**src/rtl/regcheck_pkg.sv**
```systemverilog
// Shared types and constants for the register self-check sequencer.
// The *_DEF values are the default build widths; check_entry_t describes one
// check-table entry at those default widths.
package regcheck_pkg;

   localparam int DATA_W_DEF     = 32;
   localparam int REG_AW_DEF     = 5;
   localparam int NUM_CHECKS_DEF = 8;
   localparam int IDX_W          = $clog2(NUM_CHECKS_DEF);

   typedef enum logic [2:0] {
      ST_IDLE    = 3'd0,
      ST_WAIT    = 3'd1,
      ST_ISSUE   = 3'd2,
      ST_COMPARE = 3'd3,
      ST_DONE    = 3'd4
   } state_t;

   typedef struct packed {
      logic [REG_AW_DEF-1:0] reg_num;
      logic [DATA_W_DEF-1:0] val;
      logic                  valid;
   } check_entry_t;

endpackage

```
**src/rtl/regcheck_table.sv**
```systemverilog
// Check-table storage: (register, expected value, valid) per entry.
// The read is asynchronous so the sequencer can decide skip-or-issue for an
// entry in the same cycle it selects it; the table is small register storage.
module regcheck_table #(
   parameter int DATA_W     = 32,
   parameter int REG_AW     = 5,
   parameter int NUM_CHECKS = 8,
   parameter int IW         = 3
) (
   input  logic              clock,
   input  logic              reset,
   input  logic              wr_en,
   input  logic              clr,
   input  logic [IW-1:0]     wr_idx,
   input  logic [REG_AW-1:0] wr_reg,
   input  logic [DATA_W-1:0] wr_val,
   input  logic [IW-1:0]     rd_idx,
   output logic [REG_AW-1:0] rd_reg,
   output logic [DATA_W-1:0] rd_val,
   output logic              rd_valid
);

   logic [NUM_CHECKS-1:0] valid_reg;
   logic [REG_AW-1:0]     reg_mem [NUM_CHECKS];
   logic [DATA_W-1:0]     val_mem [NUM_CHECKS];

   // Valid bits: cleared by reset or clr (clr beats a same-cycle write).
   always_ff @(posedge clock or negedge reset) begin
      if (!reset) begin
         valid_reg <= '0;
      end else if (clr) begin
         valid_reg <= '0;
      end else if (wr_en) begin
         valid_reg[wr_idx] <= 1'b1;
      end
   end

   // Entry payload; only meaningful while the matching valid bit is set.
   always_ff @(posedge clock) begin
      if (wr_en && !clr) begin
         reg_mem[wr_idx] <= wr_reg;
         val_mem[wr_idx] <= wr_val;
      end
   end

   assign rd_reg   = reg_mem[rd_idx];
   assign rd_val   = val_mem[rd_idx];
   assign rd_valid = valid_reg[rd_idx];

endmodule

```
**src/rtl/regfile_check_sequencer.sv**
```systemverilog
// Register-file self-check sequencer: waits run_cycles+1 cycles after start,
// then reads every valid table entry through the regfile debug port and
// counts mismatches, capturing the first failure.
// Optional: define REGFILE_CHECK_FAILMAP_EN to build the per-entry fail_map.
import regcheck_pkg::*;

module regfile_check_sequencer #(
   parameter int DATA_W     = 32,
   parameter int REG_AW     = 5,
   parameter int NUM_CHECKS = 8,
   parameter int CNT_W      = 16,
   parameter int READ_LAT   = 1,
   localparam int IW        = (NUM_CHECKS > 1) ? $clog2(NUM_CHECKS) : 1,
   localparam int EW        = $clog2(NUM_CHECKS + 1)
) (
   input  logic                  clock,
   input  logic                  reset,
   input  logic                  start,
   input  logic [CNT_W-1:0]      run_cycles,
   input  logic                  cfg_we,
   input  logic [IW-1:0]         cfg_idx,
   input  logic [REG_AW-1:0]     cfg_reg,
   input  logic [DATA_W-1:0]     cfg_val,
   input  logic                  cfg_clr,
   output logic [REG_AW-1:0]     dbg_rd_addr,
   input  logic [DATA_W-1:0]     dbg_rd_data,
   output logic                  busy,
   output logic                  done,
   output logic                  pass,
   output logic [EW-1:0]         error_count,
   output logic                  fail_valid,
   output logic [REG_AW-1:0]     fail_reg,
   output logic [DATA_W-1:0]     fail_exp,
   output logic [DATA_W-1:0]     fail_got,
   output logic [NUM_CHECKS-1:0] fail_map
);

   localparam logic [IW-1:0] LAST_IDX = IW'(NUM_CHECKS - 1);
   // Cycle index inside COMPARE on which the read data is valid.
   localparam logic [1:0]    LAT_LAST = (READ_LAT == 0) ? 2'd0 : 2'(READ_LAT - 1);

   state_t            state_reg;
   logic [CNT_W-1:0]  cnt_reg;
   logic [IW-1:0]     idx_reg;
   logic [1:0]        lat_reg;
   logic [EW-1:0]     err_reg;
   logic              fail_valid_reg;
   logic [REG_AW-1:0] fail_reg_reg;
   logic [DATA_W-1:0] fail_exp_reg;
   logic [DATA_W-1:0] fail_got_reg;

   logic              cfg_ok;
   logic              start_ok;
   logic [REG_AW-1:0] tbl_reg;
   logic [DATA_W-1:0] tbl_val;
   logic              tbl_valid;
   logic              cmp_now;
   logic              mismatch;

   assign cfg_ok   = (state_reg == ST_IDLE) || (state_reg == ST_DONE);
   assign start_ok = start && cfg_ok;

   regcheck_table #(
      .DATA_W     (DATA_W),
      .REG_AW     (REG_AW),
      .NUM_CHECKS (NUM_CHECKS),
      .IW         (IW)
   ) u_table (
      .clock    (clock),
      .reset    (reset),
      .wr_en    (cfg_we && cfg_ok),
      .clr      (cfg_clr && cfg_ok),
      .wr_idx   (cfg_idx),
      .wr_reg   (cfg_reg),
      .wr_val   (cfg_val),
      .rd_idx   (idx_reg),
      .rd_reg   (tbl_reg),
      .rd_val   (tbl_val),
      .rd_valid (tbl_valid)
   );

   // Pick the cycle on which dbg_rd_data is sampled: ISSUE for a combinational
   // regfile port, otherwise the last COMPARE cycle.
   always_comb begin
      cmp_now = 1'b0;
      if (READ_LAT == 0) begin
         cmp_now = (state_reg == ST_ISSUE) && tbl_valid;
      end else begin
         cmp_now = (state_reg == ST_COMPARE) && (lat_reg == LAT_LAST);
      end
      mismatch = cmp_now && (dbg_rd_data != tbl_val);
   end

   // Sequencer FSM plus error counting and first-failure capture.
   always_ff @(posedge clock or negedge reset) begin
      if (!reset) begin
         state_reg      <= ST_IDLE;
         cnt_reg        <= '0;
         idx_reg        <= '0;
         lat_reg        <= '0;
         err_reg        <= '0;
         fail_valid_reg <= 1'b0;
         fail_reg_reg   <= '0;
         fail_exp_reg   <= '0;
         fail_got_reg   <= '0;
      end else begin
         if (mismatch) begin
            err_reg <= err_reg + 1'b1;
            if (!fail_valid_reg) begin
               fail_valid_reg <= 1'b1;
               fail_reg_reg   <= tbl_reg;
               fail_exp_reg   <= tbl_val;
               fail_got_reg   <= dbg_rd_data;
            end
         end
         case (state_reg)
            ST_IDLE, ST_DONE: begin
               if (start) begin
                  err_reg        <= '0;
                  fail_valid_reg <= 1'b0;
                  fail_reg_reg   <= '0;
                  fail_exp_reg   <= '0;
                  fail_got_reg   <= '0;
                  cnt_reg        <= run_cycles;
                  idx_reg        <= '0;
                  state_reg      <= ST_WAIT;
               end
            end
            ST_WAIT: begin
               if (cnt_reg == '0) begin
                  idx_reg   <= '0;
                  state_reg <= ST_ISSUE;
               end else begin
                  cnt_reg <= cnt_reg - 1'b1;
               end
            end
            ST_ISSUE: begin
               lat_reg <= '0;
               if (tbl_valid) begin
                  state_reg <= ST_COMPARE;
               end else if (idx_reg == LAST_IDX) begin
                  state_reg <= ST_DONE;
               end else begin
                  idx_reg <= idx_reg + 1'b1;
               end
            end
            ST_COMPARE: begin
               if (lat_reg == LAT_LAST) begin
                  if (idx_reg == LAST_IDX) begin
                     state_reg <= ST_DONE;
                  end else begin
                     idx_reg   <= idx_reg + 1'b1;
                     state_reg <= ST_ISSUE;
                  end
               end else begin
                  lat_reg <= lat_reg + 1'b1;
               end
            end
            default: state_reg <= ST_IDLE;
         endcase
      end
   end

`ifdef REGFILE_CHECK_FAILMAP_EN
   logic [NUM_CHECKS-1:0] fail_map_reg;

   // Per-entry fail bits, cleared when a new run starts.
   always_ff @(posedge clock or negedge reset) begin
      if (!reset) begin
         fail_map_reg <= '0;
      end else if (start_ok) begin
         fail_map_reg <= '0;
      end else if (mismatch) begin
         fail_map_reg[idx_reg] <= 1'b1;
      end
   end

   assign fail_map = fail_map_reg;
`else
   assign fail_map = '0;
`endif

   // The address is held on the selected entry through ISSUE and COMPARE.
   assign dbg_rd_addr = ((state_reg == ST_ISSUE) || (state_reg == ST_COMPARE)) ? tbl_reg : '0;
   assign busy        = (state_reg == ST_WAIT) || (state_reg == ST_ISSUE) ||
                        (state_reg == ST_COMPARE);
   assign done        = (state_reg == ST_DONE);
   assign pass        = done && (err_reg == '0);
   assign error_count = err_reg;
   assign fail_valid  = fail_valid_reg;
   assign fail_reg    = fail_reg_reg;
   assign fail_exp    = fail_exp_reg;
   assign fail_got    = fail_got_reg;

endmodule
```
**config.mk**
```make
export PLATFORM = sky130hd
export DESIGN_NAME = regfile_check_sequencer
export DESIGN_NICKNAME = d
export VERILOG_FILES = /design/src/rtl/regcheck_pkg.sv /design/src/rtl/regcheck_table.sv /design/src/rtl/regfile_check_sequencer.sv
export SDC_FILE = /design/constraint.sdc
export NUM_CORES = 1
export LEC_CHECK = 0
export CORE_ASPECT_RATIO = 1.5
export CORE_UTILIZATION = 45
export DETAILED_ROUTE_END_ITERATION = 10
export PLACE_DENSITY = 0.66
export SLEW_MARGIN = 20
export SYNTH_ARGS = -nofsm -noshare
export SYNTH_HDL_FRONTEND = slang
export SYNTH_HIERARCHICAL = 1
export SYNTH_SLANG_ARGS = --single-unit
export TNS_END_PERCENT = 50
```
**constraint.sdc**
```tcl
create_clock -name clock -period 8.1 [get_ports clock]
set_input_delay 2.43 -clock clock [delete_from_list [all_inputs] [get_ports clock]]
set_output_delay 2.43 -clock clock [all_outputs]
set_load 0.01 [all_outputs]
```
# Yosys cells after proc, flatten, opt, wreduce, memory -nomap -nowiden
# Memories as Yosys holds them, arrays and structs flattened.
# Index checks and enable logic that the tools add are counted.
[op_classes]
addsub = 4
n_mul = 0
n_div = 0
magnitude_cmp = 3
eq_ne = 13
n_shift = 0
n_mux = 45
bitwise_logic = 1
reduce_logical = 25
[op_table]
columns = ["operator", "count"]
rows = [
  ["$mux 32", 8],
  ["$mux 3", 11],
  ["$mux 16", 2],
  ["$ne 32x32->1", 1],
  ["$pmux 16 s2", 1],
  ["$mux 5", 5],
  ["$pmux 3 s4", 2],
  ["$logic_not 16->1", 1],
  ["$mux 8", 2],
  ["$sub 16x1->16 const B", 1],
  ["$mux 4", 3],
  ["$ne 2x2->1 const B", 6],
  ["$lt 3x4->1 const B", 2],
  ["$or 8x8->8", 1],
  ["$logic_and 1x1->1", 7],
  ["$mux 1", 7],
  ["$eq 3x2->1 const B", 2],
  ["$eq 3x3->1 const B", 2],
  ["$reduce_bool 2->1", 3],
  ["$reduce_and 5->1", 1],
  ["$add 4x1->4 const B", 1],
  ["$logic_not 4->1", 1],
  ["$logic_or 1x1->1", 4],
  ["$pmux 2 s2", 1],
  ["16 further kinds", 16],
]
[word_totals]
register_bits = 106
latch_bits = 0
ram_bits = 296
rom_bits = 0
input_bits = 93
output_inout_bits = 90
word_cells = 103
n_memories = 2
[memory_table]
columns = ["name", "words", "width", "read_ports", "rd_ports_with_merged_regs", "write_ports", "line_no", "source"]
rows = [
  ["u_table.val_mem", 8, 32, 1, 0, 1, "regcheck_table.sv:25", "logic [DATA_W-1:0] val_mem [NUM_CHECKS];"],
  ["u_table.reg_mem", 8, 5, 1, 0, 1, "regcheck_table.sv:24", "logic [REG_AW-1:0] reg_mem [NUM_CHECKS];"],
]

# Longest topological paths before layout
# Gate-level depths: netlist of run 1.
[depth]
depth_word = 7
mapped_depth = 13
ltp_nobuf = 7

# Cells and area by module
# Netlist of run 1, hierarchy kept.
[modules_own_cells]
columns = ["module", "n_inst", "cells_each", "area_each_um2", "seq_area_each_um2"]
rows = [
  ["regcheck_table", 1, 470, 11512.3, 9088.7],
  ["regfile_check_sequencer", 1, 561, 5360.1, 2452.4],
]

# Worst setup path after synthesis of run 1
# OpenSTA, ideal clock, no wires.
[synth_path]
path_kind = "in2reg"
from = "in cfg_clr"
to = "mem u_table.reg_mem[0][0] (enable)"
setup_time_ps = 478
t_arrival_ps = 5893
t_required_ps = 7622
setup_slack_ps = 1729
path_stages = 5
path_buffers = 2
path_cell_list = "and2_1 -> clkbuf_1 -> or3b_2 -> clkbuf_1 -> nor3_1"
[synth_via]
elab_chain_cells = 5
[synth_rtl]
columns = ["element", "line_no", "source"]
rows = [
  ["start: declaration", "regfile_check_sequencer.sv:24", "input logic cfg_clr,"],
  ["$logic_and 1x1->1", "regfile_check_sequencer.sv:72", ".clr (cfg_clr && cfg_ok),"],
  ["$logic_not 1->1", "regcheck_table.sv:40", "if (wr_en && !clr) begin"],
  ["$logic_and 1x1->1", "regcheck_table.sv:40", ""],
  ["$mux 1", "regcheck_table.sv:40", ""],
  ["$mux 1 (not written as such)", "regcheck_table.sv:41", "reg_mem[wr_idx] <= wr_reg;"],
  ["end: declaration", "regcheck_table.sv:24", ""],
]
# No other way between the ends.

# Worst setup path in the final report of run 1
[layout_path]
from = "reg idx_reg[0]"
to = "out dbg_rd_addr[2]"
[layout_via]
elab_chain_cells = 2
[layout_rtl]
columns = ["element", "line_no", "source"]
rows = [
  ["start: declaration", "regfile_check_sequencer.sv:44", "logic [IW-1:0] idx_reg;"],
  ["start signal: assignment", "regfile_check_sequencer.sv:144", "idx_reg <= idx_reg + 1'b1;"],
  ["start signal: assignment", "regfile_check_sequencer.sv:152", "idx_reg <= idx_reg + 1'b1;"],
  ["$mem_v2 8x5", "-", ""],
  ["named net tbl_reg[2]", "regfile_check_sequencer.sv:54", "logic [REG_AW-1:0] tbl_reg;"],
  ["$mux 5", "regfile_check_sequencer.sv:184", "assign dbg_rd_addr = ((state_reg == ST_ISSUE) || (state_reg == ST_COMPARE)) ? tbl_reg : '0;"],
  ["end: declaration", "regfile_check_sequencer.sv:25", "output logic [REG_AW-1:0] dbg_rd_addr,"],
]
# The timed path passes the listed nets, and every way through them passes these cells.

==> impl_metrics.ini, run 1 <==
[synthesis]
synthTopCellsByArea = edfxtp_1 53%, dfrtp_1 16%, mux4_2 10%
syn_area_sq_mm = 0.0169
synth_ff_type = edfxtp_1
synth_seq_cells = 402
synth_cell_types = 54
synth_area_leader_cell = edfxtp_1
synth_common_cells = 296 x edfxtp_1, 106 x dfrtp_1, 90 x inv_1
synth_area_per_cell_sq_um = 16.4
synth_top_area_share = 0.527
yosysMostFrequentCell = edfxtp_1
yosysSeqAreaShare = 0.684
synthArstFlopShare = 0.264
synth_cells = 1031
synth-edff-count = 296
ys_warn_count = 6

[die]
num_rows = 86
die_h_microns = 239
dieArea_sq_mm = 0.0383
start_util = 0.458
dieWidth_microns = 160
pin_count = 183
core_sq_mm = 0.0368

[finish]
n_fill_cell = 2956
largest-register = u_table/val_mem
final_design_area_no_fill_sq_mm = 0.0204
drive_gt1_frac = 0.172
area_delta_synth_final_pct = 20.9
regArea_sq_mm = 0.0115
largest_register_ffs = 256
largestRegisters = u_table/val_mem: 256 flops, u_table/reg_mem: 40 flops
fin_cells = 1725
multi_input_comb_area_sq_mm = 0.00475
finalNetCount = 1311

[worst_setup_path]
critPathRequiredTime_ps = 5670
endpoint_kind = primary output
crit_type = register to primary output
path_cells = mux4_2 -> mux2_2 -> inv_1 -> nor2_1 -> clkdlybuf4s50_1
cpPeakStageDelay_ps = 920
worstPathMaxFanout = 36
arrival_ps = 3010
cp-start-kind = register
critical_path.top_delay_family = flip-flops
worst_path_max_delay_cell = dfrtp_4
crit_buf_inv = 2

[clock_network]
cts_buffers = 38
post_cts_resized = 0
cts.sinks = 402
cts-root-buf = clkbuf_16
cts_tree = done
clk_pin_slew_ps = 60
ctsHoldBuffers = 0
htreeDepth = 2
clock_latency_ps = 540
clockBufferDepth = 3
cts_setup_buffers = 0

[routing]
drtIter0Drc = 640
drc_errors = 0
vias = 9290
wirelength_mm = 38.3
viasPerCell = 5.39
wl_per_cell_microns = 22.2
drtPass1Iterations = 5
ant_nets = 0

[sta]
setup_viol = 0
slew_headroom = 0.283
setup_slack_ps = 2660
hold_viol_final = 0
drv_slew = 0
whs_ps = 502
worstMarginPinSlew_ps = 1070
post-route-period-util = 0.672
rsz0062_at_grt = false
fin_tns_setup_ps = 0
skew_ps = 20.6
max_freq_ghz = 0.184
min_period_ps = 5440

[status]
outcome = completed

[place]
globalplace.congestion = 0.839
io_buffer_count = 174
dp_slack_ps = 2640
dp.cells = 1655
post_dp_cell_area_sq_mm = 0.0191
hpwl_mm = 23.8

[power_and_ir_drop]
p_int_mw = 4.37
power.share.clock = 0.298
p_sw_mw = 1.79
comb_power_share = 0.273
switching_share = 0.291
p_seq_frac = 0.429
powerDensity_mw_per_mm2 = 302
worst_ir_drop_vdd_v = 0.000138
power_leakage_nw = 7.77

[run]
cap_violations = 0

[global_route]
grt.overflow.total = 0
grt_pass1_vias = 9542
grt_max_degree = 81
antenna_found_initial = 1
grt_pass1_wl_mm = 58.3
track_usage = 0.205

[worst_hold_path]
hp-class = register to register
[cell type report]
type,count,area share
inverters,90,0.0166
clock inverters,18,0.0107
diodes,1,0.000123
well taps,484,0.0297
repair buffers,191,0.0915
clock buffers,51,0.0525
flip-flops and latches,402,0.566
multi-input cells,488,0.233
[cell usage in the layout, fill, tap and decap left out, drive strengths merged, types with 4 or more instances in the layout]
master / instances
mux2: 41
bufinv: 5
and2: 6
nand2b: 6
mux4: 76
edfxtp: 296
nor2: 47
nor4: 9
ha: 7
a31oi: 9
nor3: 5
buf: 18
clkinv: 10
a21oi: 20
o22a: 11
dfrtp: 106
nand2: 79
o22ai: 8
nor2b: 4
mux2i: 75
clkbuf: 51
and3: 4
o211ai: 6
conb: 8
xor2: 32
nand4: 4
inv: 91
clkdlybuf4s50: 173
[metrics by stage]
step / utilization / power [mW]
after floorplan: - / 3.77
after global placement: 0.519 / 4.36
after detailed placement: 0.519 / 4.39
after CTS: 0.554 / 6.23
after global routing: 0.554 / 6.45
final: 0.554 / 6.17
[kinds of logic (layout without fill, tap and decap cells)]
logic type,after synthesis,count (layout),share of synthesized area
and+or+nand+nor,173,173,0.0467
adders and majority gates,7,7,0.00519
DFF,402,402,0.684
other,1,9,0.000222
AOI/OAI and AO/OA,76,76,0.0334
buffers and inverters,148,350,0.0403
xor gates and xnor gates,32,32,0.0166
muxes,192,192,0.174
[path summary, 6_finish.rpt]
path	start	end	slack, ps	cells after the start
max	idx_reg[0]	dbg_rd_addr[2]	2660	5
min	lat_reg[0]	lat_reg[0]	500	1
max reg2reg	idx_reg[0]	fail_got[8]	2970	9
min reg2reg	lat_reg[0]	lat_reg[0]	500	1
max in group asynchronous	reset	fail_got[4]	4800	2
min in group asynchronous	reset	fail_reg[0]	1910	1
[power by group through the flow]
stage               sequential, mW  combinational, mW  clock (mW)
floorplan                     2.64               1.13           0
global placement              2.68               1.68           0
detailed placement            2.69               1.70           0
CTS                           2.65               1.71        1.87
global route                  2.68               1.83        1.95
finish                        2.64               1.68        1.84
[layer usage]
metal / GRT usage / share of wire
met1: 0.271 / 0.43
met2: 0.355 / 0.51
met3: 0.0281 / 0.045
met4: 0.0554 / 0.016
met5: 0 / 0
Note: power is estimated with default switching activity, not from simulation.
==> inputs of run 2 (changes only) <==
PLACE_DENSITY = 0.68   (was 0.66)
clock period = 4.7 ns   (was 8.1 ns; I/O delays follow)
==> run 2 against run 1 <==
Net effect:
- flip-flop and latch count did not move
- register-to-register slack lost 2300 ps
- first-iteration DRC count rose by 16%
- die area unchanged
- critical path depth up 1
- worst hold slack got worse by 14 ps
- critical path type unchanged
==> impl_metrics.ini, run 2 (synthesized netlist as in run 1, its figures left out) <==
[routing]
drtPass1Iterations = 7
wl_per_cell_microns = 22.1
drc_errors = 0
vias = 9393
ant_nets = 0
viasPerCell = 5.39
drtIter0Drc = 745
wirelength_mm = 38.5

[worst_setup_path]
crit_type = register to primary output
endpoint_kind = primary output
critPathRequiredTime_ps = 3290
arrival_ps = 2960
cp-start-kind = register
worstPathMaxFanout = 18

[die]
core_sq_mm = 0.0368
dieArea_sq_mm = 0.0383
start_util = 0.458
dieWidth_microns = 160
pin_count = 183
die_h_microns = 239
num_rows = 86

[clock_network]
ctsHoldBuffers = 0
clockBufferDepth = 3
clock_latency_ps = 530
clk_pin_slew_ps = 60
htreeDepth = 2
cts_setup_buffers = 0
cts_tree = done
cts_buffers = 39
cts-root-buf = clkbuf_16
post_cts_resized = 0
cts.sinks = 402

[sta]
min_period_ps = 4370
slew_headroom = 0.418
setup_slack_ps = 328
worstMarginPinSlew_ps = 872
hold_viol_final = 0
skew_ps = 10.9
setup_viol = 0
max_freq_ghz = 0.229
whs_ps = 488
fin_tns_setup_ps = 0
post-route-period-util = 0.930
rsz0062_at_grt = false
drv_slew = 0

[power_and_ir_drop]
worst_ir_drop_vdd_v = 0.000287
powerDensity_mw_per_mm2 = 516
power.total_mw = 10.7
power_leakage_nw = 7.89

[global_route]
grt.overflow.total = 0
grt_pass1_vias = 9879
track_usage = 0.208
antenna_found_initial = 1
grt_pass1_wl_mm = 59.3
grt_max_degree = 65

[finish]
drive_gt1_frac = 0.180
final_cell_mix = 296 x edfxtp_1, 173 x clkdlybuf4s50_1, 103 x dfrtp_1, 90 x inv_1, 78 x nand2_1
final_common_cell = edfxtp_1
final_design_area_no_fill_sq_mm = 0.0207
area_delta_synth_final_pct = 22.5
largest_register_ffs = 256
finalNetCount = 1328
largest-register = u_table/val_mem
final_util = 0.562
fin_cells = 1743
largestRegisters = u_table/val_mem: 256 flops, u_table/reg_mem: 40 flops

[place]
dp_slack_ps = 722
io_buffer_count = 174
globalplace.congestion = 0.798
hpwl_mm = 24.8
post_dp_cell_area_sq_mm = 0.0194
dp.cells = 1671

[status]
outcome = completed

[worst_hold_path]
hp-class = register to register

[run]
cap_violations = 0
[run 2: worst max-delay path, cell delays in order, from the launching register on]
cell,delay (ps)
dfrtp_4,650
buf_4,320
mux4_2,530
mux2_2,300
inv_1,80
nor2_1,50
clkdlybuf4s50_1,490
[run 2: metal layers]
metal  GRT usage  up-vias  part of all wire
met5           0        -                 0
met4      0.0649        0             0.025
met3      0.0317       54             0.046
met1       0.261     4846              0.41
met2       0.370      259              0.52
li1            -     4234                 -
[run 2: where the power goes]
group | total [mW] | internal [mW] | leakage, nW | switching, mW
Combinational | 3.04 | 1.52 | 3.22 | 1.52
Sequential | 4.51 | 4.21 | 4.04 | 0.306
Clock | 3.11 | 1.84 | 0.627 | 1.27
[run 2: worst paths after layout]
path | from | end | slack [ps] | depth (start not counted)
setup / recovery | idx_reg[0] | dbg_rd_addr[2] | 330 | 6
hold / removal | lat_reg[1] | lat_reg[1] | 490 | 2
setup reg to reg | idx_reg[0] | fail_exp[2] | 720 | 10
hold reg to reg | lat_reg[1] | lat_reg[1] | 490 | 2
max in group asynchronous | reset | fail_exp[29] | 2850 | 2
min in group asynchronous | reset | lat_reg[0] | 970 | 1
[run 2: final cells by class]
class | count | area (sq um)
diodes | 1 | 2.50
flip-flops and latches | 402 | 11500
well taps | 484 | 606
repair buffers | 207 | 2150
fillers | 2968 | 16100
inverters | 90 | 338
clock inverters | 12 | 131
clock buffers | 59 | 1140
multi-input cells | 488 | 4750
